$ cat src/rtl/serial_adder_pkg.sv
// Shared types and defaults for the bit-serial adder.
package serial_adder_pkg;

    localparam int DEF_WIDTH = 8;

    typedef enum logic [1:0] {
        ST_IDLE = 2'd0,
        ST_ADD  = 2'd1,
        ST_DONE = 2'd2
    } state_t;

endpackage

$ cat src/rtl/serial_adder_if.sv
// Operand/result bundle between the operand serializer (master) and the adder (slave).
interface serial_adder_if
    import serial_adder_pkg::*;
#(
    parameter int WIDTH = DEF_WIDTH
);
    logic             i_start;
    logic             i_valid;
    logic             i_bit1;
    logic             i_bit2;
    logic             busy;
    logic             sum;
    logic             sum_valid;
    logic [WIDTH-1:0] result;
    logic             carry;
    logic             done;

    modport master (
        output i_start, i_valid, i_bit1, i_bit2,
        input  busy, sum, sum_valid, result, carry, done
    );

    modport slave (
        input  i_start, i_valid, i_bit1, i_bit2,
        output busy, sum, sum_valid, result, carry, done
    );
endinterface

$ cat src/rtl/serial_adder_full_adder_cell.sv
// One-bit full adder built from two half adders; the serial slice of the adder.
module half_adder (
    input  logic a,
    input  logic b,
    output logic s,
    output logic c
);
    assign s = a ^ b;
    assign c = a & b;
endmodule

module full_adder_cell (
    input  logic a,
    input  logic b,
    input  logic cin,
    output logic s,
    output logic cout
);
    logic s0, c0, c1;

    half_adder u_ha0 (.a(a),  .b(b),   .s(s0), .c(c0));
    half_adder u_ha1 (.a(s0), .b(cin), .s(s),  .c(c1));

    assign cout = c0 | c1;
endmodule

$ cat src/rtl/serial_adder.sv
// LSB-first bit-serial adder: one bit pair per accepted cycle, carry kept in a single flop,
// serial sum out plus the assembled parallel result and final carry.
module serial_adder
    import serial_adder_pkg::*;
#(
    parameter int WIDTH = DEF_WIDTH
)(
    input  logic          i_clk,
    input  logic          i_rst,
    serial_adder_if.slave bus
);
    localparam int               CNT_W    = (WIDTH > 1) ? $clog2(WIDTH) : 1;
    localparam logic [CNT_W-1:0] CNT_LAST = CNT_W'(WIDTH - 1);

    state_t           state_q, state_d;
    logic [CNT_W-1:0] cnt_q, cnt_d;
    logic             cin_q, cin_d;
    logic             sum_q, sum_d;
    logic             sum_valid_q, sum_valid_d;
    logic [WIDTH-1:0] result_q, result_d;
    logic             carry_q, carry_d;
    logic             busy_o, done_o;
    logic             fa_s, fa_cout;
    logic             accept;
    logic             last_bit;

    assign accept   = (state_q == ST_ADD) && bus.i_valid;
    assign last_bit = (cnt_q == CNT_LAST);

    full_adder_cell u_fa (
        .a    (bus.i_bit1),
        .b    (bus.i_bit2),
        .cin  (cin_q),
        .s    (fa_s),
        .cout (fa_cout)
    );

    always_ff @(posedge i_clk) begin
        if (i_rst) state_q <= ST_IDLE;
        else       state_q <= state_d;
    end

    always_comb begin
        state_d = state_q;
        case (state_q)
            ST_IDLE: if (bus.i_start) state_d = ST_ADD;
            ST_ADD:  if (accept && last_bit) state_d = ST_DONE;
            ST_DONE: state_d = ST_IDLE;
            default: state_d = ST_IDLE;
        endcase
    end

    always_comb begin
        busy_o = (state_q == ST_ADD) || (state_q == ST_DONE);
        done_o = (state_q == ST_DONE);
    end

    // A stall leaves carry, counter and result untouched; sum keeps its last bit.
    always_comb begin
        cnt_d       = cnt_q;
        cin_d       = cin_q;
        sum_d       = sum_q;
        sum_valid_d = 1'b0;
        result_d    = result_q;
        carry_d     = carry_q;
        if ((state_q == ST_IDLE) && bus.i_start) begin
            cnt_d    = '0;
            cin_d    = 1'b0;
            result_d = '0;
            carry_d  = 1'b0;
        end else if (accept) begin
            sum_d       = fa_s;
            sum_valid_d = 1'b1;
            result_d    = {fa_s, result_q[WIDTH-1:1]};
            cin_d       = fa_cout;
            if (last_bit) carry_d = fa_cout;
            else          cnt_d   = cnt_q + 1'b1;
        end
    end

    always_ff @(posedge i_clk) begin
        if (i_rst) begin
            cnt_q       <= '0;
            cin_q       <= 1'b0;
            sum_q       <= 1'b0;
            sum_valid_q <= 1'b0;
            result_q    <= '0;
            carry_q     <= 1'b0;
        end else begin
            cnt_q       <= cnt_d;
            cin_q       <= cin_d;
            sum_q       <= sum_d;
            sum_valid_q <= sum_valid_d;
            result_q    <= result_d;
            carry_q     <= carry_d;
        end
    end

    assign bus.busy      = busy_o;
    assign bus.done      = done_o;
    assign bus.sum       = sum_q;
    assign bus.sum_valid = sum_valid_q;
    assign bus.result    = result_q;
    assign bus.carry     = carry_q;

endmodule

$ cat src/flat_wrapper.sv
// flat-port wrapper written by rule: the top's interface ports become plain ports
module serial_adder_flat import serial_adder_pkg::*;
#(
    parameter int WIDTH = DEF_WIDTH
)
  (i_clk, i_rst, bus_i_start, bus_i_valid, bus_i_bit1, bus_i_bit2, bus_busy, bus_sum, bus_sum_valid, bus_result, bus_carry, bus_done);
  serial_adder_if #(.WIDTH(WIDTH)) bus_i ();
  input  logic i_clk;
  input  logic i_rst;
  input wire logic [$bits(bus_i.i_start)-1:0] bus_i_start;
  input wire logic [$bits(bus_i.i_valid)-1:0] bus_i_valid;
  input wire logic [$bits(bus_i.i_bit1)-1:0] bus_i_bit1;
  input wire logic [$bits(bus_i.i_bit2)-1:0] bus_i_bit2;
  output wire logic [$bits(bus_i.busy)-1:0] bus_busy;
  output wire logic [$bits(bus_i.sum)-1:0] bus_sum;
  output wire logic [$bits(bus_i.sum_valid)-1:0] bus_sum_valid;
  output wire logic [$bits(bus_i.result)-1:0] bus_result;
  output wire logic [$bits(bus_i.carry)-1:0] bus_carry;
  output wire logic [$bits(bus_i.done)-1:0] bus_done;
  assign bus_i.i_start = bus_i_start;
  assign bus_i.i_valid = bus_i_valid;
  assign bus_i.i_bit1 = bus_i_bit1;
  assign bus_i.i_bit2 = bus_i_bit2;
  assign bus_busy = bus_i.busy;
  assign bus_sum = bus_i.sum;
  assign bus_sum_valid = bus_i.sum_valid;
  assign bus_result = bus_i.result;
  assign bus_carry = bus_i.carry;
  assign bus_done = bus_i.done;
  serial_adder #(.WIDTH(WIDTH)) u_core (.i_clk(i_clk), .i_rst(i_rst), .bus(bus_i));
endmodule
$ cat config.mk
export PLATFORM = sky130hd
export DESIGN_NAME = serial_adder_flat
export DESIGN_NICKNAME = d
export VERILOG_FILES = /design/src/rtl/serial_adder_pkg.sv /design/src/rtl/serial_adder_if.sv /design/src/rtl/serial_adder_full_adder_cell.sv /design/src/rtl/serial_adder.sv /design/src/flat_wrapper.sv
export SDC_FILE = /design/constraint.sdc
export NUM_CORES = 1
export LEC_CHECK = 0
export ABC_AREA = 0
export CAP_MARGIN = 20
export CORE_MARGIN = 2
export CORE_UTILIZATION = 50
export DETAILED_ROUTE_END_ITERATION = 12
export DONT_BUFFER_PORTS = 1
export GPL_ROUTABILITY_DRIVEN = 0
export GPL_TIMING_DRIVEN = 0
export PLACE_DENSITY_LB_ADDON = 0.1
export SLEW_MARGIN = 25
export SYNTH_ARGS = -nofsm -noshare
export SYNTH_HDL_FRONTEND = slang
export SYNTH_SLANG_ARGS = --single-unit
$ cat constraint.sdc
create_clock -name i_clk -period 1.15 [get_ports i_clk]
set_input_delay 0.23 -clock i_clk [delete_from_list [all_inputs] [get_ports i_clk]]
set_output_delay 0.23 -clock i_clk [all_outputs]
set_load 0.02 [all_outputs]
==> impl_metrics.yaml, run 1 <==
outcome:
  outcome: "finished, violations left"
  violations: "negative setup slack"
sta:
  final.setup.worst_slack_ns: -0.0927
  fin_crit_ns: 1.24
  max_freq_mhz: 805
  maxSlewViolCount: 0
  relSlewSlack: 0.798
  setup_viol: 16
  hold_violations: 0
  period_share: 1.08
  clock-skew-final_ns: 0.00790
  rsz0062_at_grt: "true"
  worst_pin_slew_ns: 0.303
synth:
  yosysWarnings: 0
  syn_inst: 84
  yosysSeqAreaShare: 0.450
  syn_area_per_cell_um2: 9.01
  post-synth-top-area-cell: "dfxtp_1"
  synth_fp_nets: 98
  ys_ff_latch: 17
  synth.top_cell.area_share: 0.450
  synth_cell_type_count: 17
  synth.area.top_cells: "dfxtp_1 (45%), ha_1 (12%), nand2_1 (11%)"
  synth_area_um2: 757
clock_tree:
  cts_tree: "done"
  cts_sinks: 17
  cts_max_level: 1
  clk_latency_ns: 0.29
  cts_made_buffers: 3
  clkTransAtPathRegs_ns: 0.10
  root_buffer: "clkbuf_4"
  clockBufferDepth: 2
pwr:
  clkPwrFrac: 0.177
  power_frac_seq: 0.399
  sw_frac_of_total: 0.351
  p_leak_uw: 0.000411
  comb_power_share: 0.424
  powerDensity_nw_per_um2: 1710
  p_int_uw: 1160
  ir_drop_v: 0.00120
  switchingPower_uw: 627
floorplanning:
  die-area_um2: 1840
  io_pins: 19
  dieHeight_um: 42.9
  die_w_um: 42.9
  num_rows: 14
  design.core.area_um2: 1450
  initial_core_util: 0.521
finish:
  final_util: 0.719
  drive_gt1_frac: 0.458
  diodes: 0
  area_delta_synth_final_pct: 38.2
  fillers: 117
  final_common_cell: "nand2_1"
  final_cell_mix: "nand2_1 (15), dfxtp_1 (13), a21oi_2 (9)"
  final_nets: 111
global_routing:
  grtUsageMet3: 0.0553
  grt_overflow: 0
  grt_start_max_net_pins: 11
  grt_pass1_vias: 639
  track_usage: 0.190
  grt_pass1_wl_mm: 2.60
  use_met1: 0.200
  grt_antenna_before_repair: 0
  use_met2: 0.342
  busiest_layer: "met2"
setup_path:
  startpoint_type: "register"
  cp_num_buf_inv: 0
  cp_common_cell: "ha_4"
  crit_slowest_cell: "dfxtp_2"
  crit_path_cell_trace: "ha_4 > ha_4 > nand3b_1 > mux2i_1 > nor2_1"
  cp.arrival_ns: 1.44
  cp_max_fo: 3
  slowest_delay_ns: 0.35
  path_class: "register to register"
  required_ns: 1.34
  crit_family: "flip-flops"
  endpoint_kind: "register"
detailed_routing:
  ant_nets: 0
  vias: 604
  firstDrtPassIters: 4
  dr.first_iter.drc_count: 3
  route.detailed.drc: 0
  vias_per_cell: 5.39
  routed_wl_mm: 1.49
  wl_per_cell_um: 13.3
placed_design:
  portBuffers: 0
  dp_hpwl_um: 942
  pre_cts_ws_ns: -0.152
run:
  cap_violations: 0
worst_hold_path:
  min_path_type: "input pin to register"
worst paths after layout:
| path | startpoint | endpoint | slack, ns | cells past startpoint |
|---|---|---|---|---|
| worst max-delay path | u_core.cnt_q[0]$_SDFFE_PP0P_ | u_core.cnt_q[1]$_SDFFE_PP0P_ | -0.09 | 5 |
| worst min-delay path | i_rst | u_core.state_q[1]$_SDFFE_PP0P_ | 0.11 | 2 |
| worst max register to register | u_core.cnt_q[0]$_SDFFE_PP0P_ | u_core.cnt_q[1]$_SDFFE_PP0P_ | -0.09 | 5 |
| worst min register to register | u_core.cin_q$_SDFFE_PP0P_ | u_core.cin_q$_SDFFE_PP0P_ | 0.49 | 2 |
cell type report:
type                            instances  area (µm²)  area share
Timing Repair Buffer                    8        73.8      0.0706
Inverter                                2        15.0      0.0144
Sequential cell                        17         350       0.335
Multi-Input combinational cell         63         537       0.513
Tap cell                               16        20.0      0.0191
Buffer                                  2        22.5      0.0215
Clock inverter                          1        5.00     0.00478
Clock buffer                            3        22.5      0.0215
routing by layer:
layer	vias up	part of all wire
li1	297	-
met1	298	0.37
met2	9	0.59
met3	0	0.045
met4	0	0
met5	-	0
stage by stage:
step / instances / hold WS [ns] / total power (µW) / TNS (ns) / instance area, µm²
after floorplan: 84 / 0.299 / 1060 / -0.0462 / 797
after global routing: 112 / 0.114 / 1890 / -1.49 / 1050
after detailed placement: 100 / 0.304 / 1140 / -2.05 / 817
after global placement: 100 / 0.302 / 1130 / -1.54 / 817
final: 112 / 0.114 / 1790 / -0.581 / 1050
after CTS: 111 / 0.103 / 1700 / -0.494 / 970
state kept, by name, summed over array words and instances (netlist names):
signal and count:
u_core.bus.result 8, u_core.cnt_q 3, u_core.state_q 2, u_core.bus.carry 1
u_core.bus.sum 1, u_core.bus.sum_valid 1, u_core.cin_q 1
cell usage after synthesis:
library cell and number:
nand2_1 22, dfxtp_1 17, a21oi_1 12, ha_1 7, nand2b_1 5, mux2i_1 4, nor2_1 4, nand3_1 3
inv_1 2, a21bo_2 1, and2_4 1, buf_2 1, buf_6 1, fa_1 1, nand3b_1 1, nor2b_1 1
xor2_1 1
kinds of logic after synthesis:
family | count (synthesis) | synth area share
AND/OR/NAND/NOR | 37 | 0.220
XOR/XNOR | 1 | 0.0116
adder cells (fa/ha/maj) | 8 | 0.142
flip-flops | 17 | 0.450
buffers and inverters | 4 | 0.0314
multiplexers | 4 | 0.0529
AO/OA/AOI/OAI | 13 | 0.0926
worst register-to-register path, delay by kind of cell (launching register included):
| family | cells | cell delay, ns |
|---|---|---|
| DFF | 1 | 0.35 |
| adders and majority gates | 2 | 0.32 |
| and+or+nand+nor | 2 | 0.29 |
| muxes | 1 | 0.19 |
repair_timing:
item,4_1_cts,5_1_grt
resized for setup,18,20
gates cloned,1,0
endpoints found under the setup margin,19,19
pin swaps,5,12
buffers inserted,5,1
hold endpoints to repair,1,0
hold buffers,1,0
power groups by stage:
stage / combinational [µW] / clock (µW) / sequential [µW]
3_5_place_dp: 440 / 0 / 698
4_1_cts: 668 / 335 / 698
6_report: 757 / 316 / 713
5_1_grt: 822 / 351 / 717
3_3_place_gp: 432 / 0 / 696
2_1_floorplan: 373 / 0 / 690
Note: power is estimated with default switching activity, not from simulation.
==> inputs of run 2 (changes only) <==
--- a/config.mk
+++ b/config.mk
@@ -7,8 +7,10 @@
 export LEC_CHECK = 0
 export ABC_AREA = 0
 export CAP_MARGIN = 20
+export CELL_PAD_IN_SITES_DETAIL_PLACEMENT = 1
+export CELL_PAD_IN_SITES_GLOBAL_PLACEMENT = 1
 export CORE_MARGIN = 2
-export CORE_UTILIZATION = 50
+export CORE_UTILIZATION = 39
 export DETAILED_ROUTE_END_ITERATION = 12
 export DONT_BUFFER_PORTS = 1
 export GPL_ROUTABILITY_DRIVEN = 0
==> run 2 against run 1 <==
Effect of this change:
- the run still ends with negative setup slack left
- combinational power grew 11%
- setup slack got worse by 0.029 ns
- clock skew barely moved
- clock power up 6.6%
- register-to-register slack got worse by 0.03 ns
- die area grew 25%
- cell count rose by 11%
- sequential share of layout area fell by 2.2 points
- maximum frequency decreased by 2.3%
- sequential power is 0.8% higher
- hold slack got worse by 0.0021 ns
- largest power group unchanged
==> impl_metrics.yaml, run 2 (synthesis results as in run 1) <==
outcome:
  outcome: "finished, violations left"
  violations: "negative setup slack"
placed_design:
  pre_cts_ws_ns: -0.215
  dp_hpwl_mm: 1.13
  dp.cells: 109
  portBuffers: 0
finish:
  diodes: 0
  final_cell_mix: "dfxtp_1 (13), nand2_1 (12), a21oi_2 (9)"
  final_common_cell: "dfxtp_1"
  area_delta_synth_final_pct: 47.8
  largest_reg_flops: 8
  drive_gt1_frac: 0.525
  layout.cells.non_filler: 124
  final_nets: 114
global_routing:
  grt_pass1_wl_mm: 2.63
  grt_start_max_net_pins: 11
  grt_pass1_vias: 625
  grt_antenna_before_repair: 0
  track_usage: 0.170
  grt_overflow: 0
clock_tree:
  cts_sinks: 17
  clkTransAtPathRegs_ns: 0.10
  cts_made_buffers: 3
  clk_latency_ns: 0.30
  root_buffer: "clkbuf_4"
  cts_max_level: 1
  cts_tree: "done"
  clockBufferDepth: 2
sta:
  clock-skew-final_ns: 0.00822
  max_freq_mhz: 786
  maxSlewViolCount: 0
  whs_ns: 0.112
  rsz0062_at_grt: "true"
  relSlewSlack: 0.771
  fin_tns_setup_ns: -1.43
  final.setup.worst_slack_ns: -0.121
  period_share: 1.11
  fin_crit_ns: 1.27
  worst_pin_slew_ns: 0.343
  hold_violations: 0
  setup_viol: 15
setup_path:
  r2r-end: "u_core.cnt_q[0]$_SDFFE_PP0P_"
  path_class: "register to register"
  rrSetupSlack_ns: -0.12
  endpoint_kind: "register"
  cp.arrival_ns: 1.47
  cp-endpoint: "u_core.cnt_q[0]$_SDFFE_PP0P_"
  r2r-start: "u_core.cnt_q[1]$_SDFFE_PP0P_"
  reg2reg_depth: 5
  required_ns: 1.35
  startpoint_type: "register"
  crit_start: "u_core.cnt_q[1]$_SDFFE_PP0P_"
  cp_max_fo: 3
detailed_routing:
  firstDrtPassIters: 3
  vias: 633
  routed_wl_mm: 2.02
  dr.first_iter.drc_count: 11
  route.detailed.drc: 0
  vias_per_cell: 5.10
  wl_per_cell_um: 16.3
  ant_nets: 0
floorplanning:
  num_rows: 15
  dieHeight_um: 48.1
  io_pins: 19
  initial_core_util: 0.425
  design.core.area_um2: 1780
  die_w_um: 48.1
  die-area_um2: 2310
pwr:
  total_power_uw: 1900
  ir_drop_v: 0.00102
  powerDensity_nw_per_um2: 1700
  p_leak_uw: 0.000471
run:
  cap_violations: 0
worst_hold_path:
  min_path_type: "input pin to register"
[run 2: final cells by class]
type	instances	area, µm²
buffer	2	26.3
clock buffer	3	22.5
clock inverter	1	5.00
fill	180	664
inverter	2	15.0
multi-input combinational	63	576
sequential	17	350
tap	25	31.3
timing repair buffer	11	92.6
[run 2: how the worst min path moves through the flow]
stage | startpoint | to | slack [ns] | cells past startpoint
4_1_cts | i_rst | u_core.state_q[0]$_SDFFE_PP0P_ | 0.08 | 2
3_3_place_gp | i_rst | u_core.bus.sum$_SDFFE_PP0P_ | 0.30 | 1
5_1_grt | i_rst | u_core.state_q[1]$_SDFFE_PP0P_ | 0.13 | 2
6_report | i_rst | u_core.state_q[1]$_SDFFE_PP0P_ | 0.11 | 2
2_1_floorplan | i_rst | u_core.bus.sum$_SDFFE_PP0P_ | 0.30 | 1
3_5_place_dp | i_rst | u_core.bus.sum$_SDFFE_PP0P_ | 0.31 | 1
[run 2: where the power goes]
part / switching [µW] / total (µW) / internal (µW)
Combinational: 430 / 842 / 412
Clock: 208 / 337 / 130
Sequential: 72.4 / 719 / 647
[run 2: worst max-delay path: stages (launching register included)]
cell,delay [ns]
dfxtp_2,0.35
ha_4,0.16
ha_4,0.15
nand3b_1,0.25
xor2_1,0.21
nor2_1,0.06
[run 2: layer usage]
metal / GRT usage / wire length [µm]
met1: 0.201 / 895
met2: 0.291 / 1050
met3: 0.0377 / 69
met4: 0.0811 / 10
met5: 0 / 0
[run 2: metrics by stage]
stage	cell area, µm²	utilization
2_1_floorplan	797	-
3_3_place_gp	828	0.465
3_5_place_dp	828	0.465
4_1_cts	986	0.553
5_1_grt	1120	0.627
6_report	1120	0.627
[run 2: repair_timing]
| item | in CTS | in global routing |
|---|---|---|
| hold endpoints to repair | 1 | 0 |
| cloned | 1 | 0 |
| hold buffers | 1 | 0 |
| pin swaps | 8 | 15 |
| endpoints found under the setup margin | 19 | 19 |
| gates resized for setup | 20 | 28 |
| setup buffers | 6 | 3 |
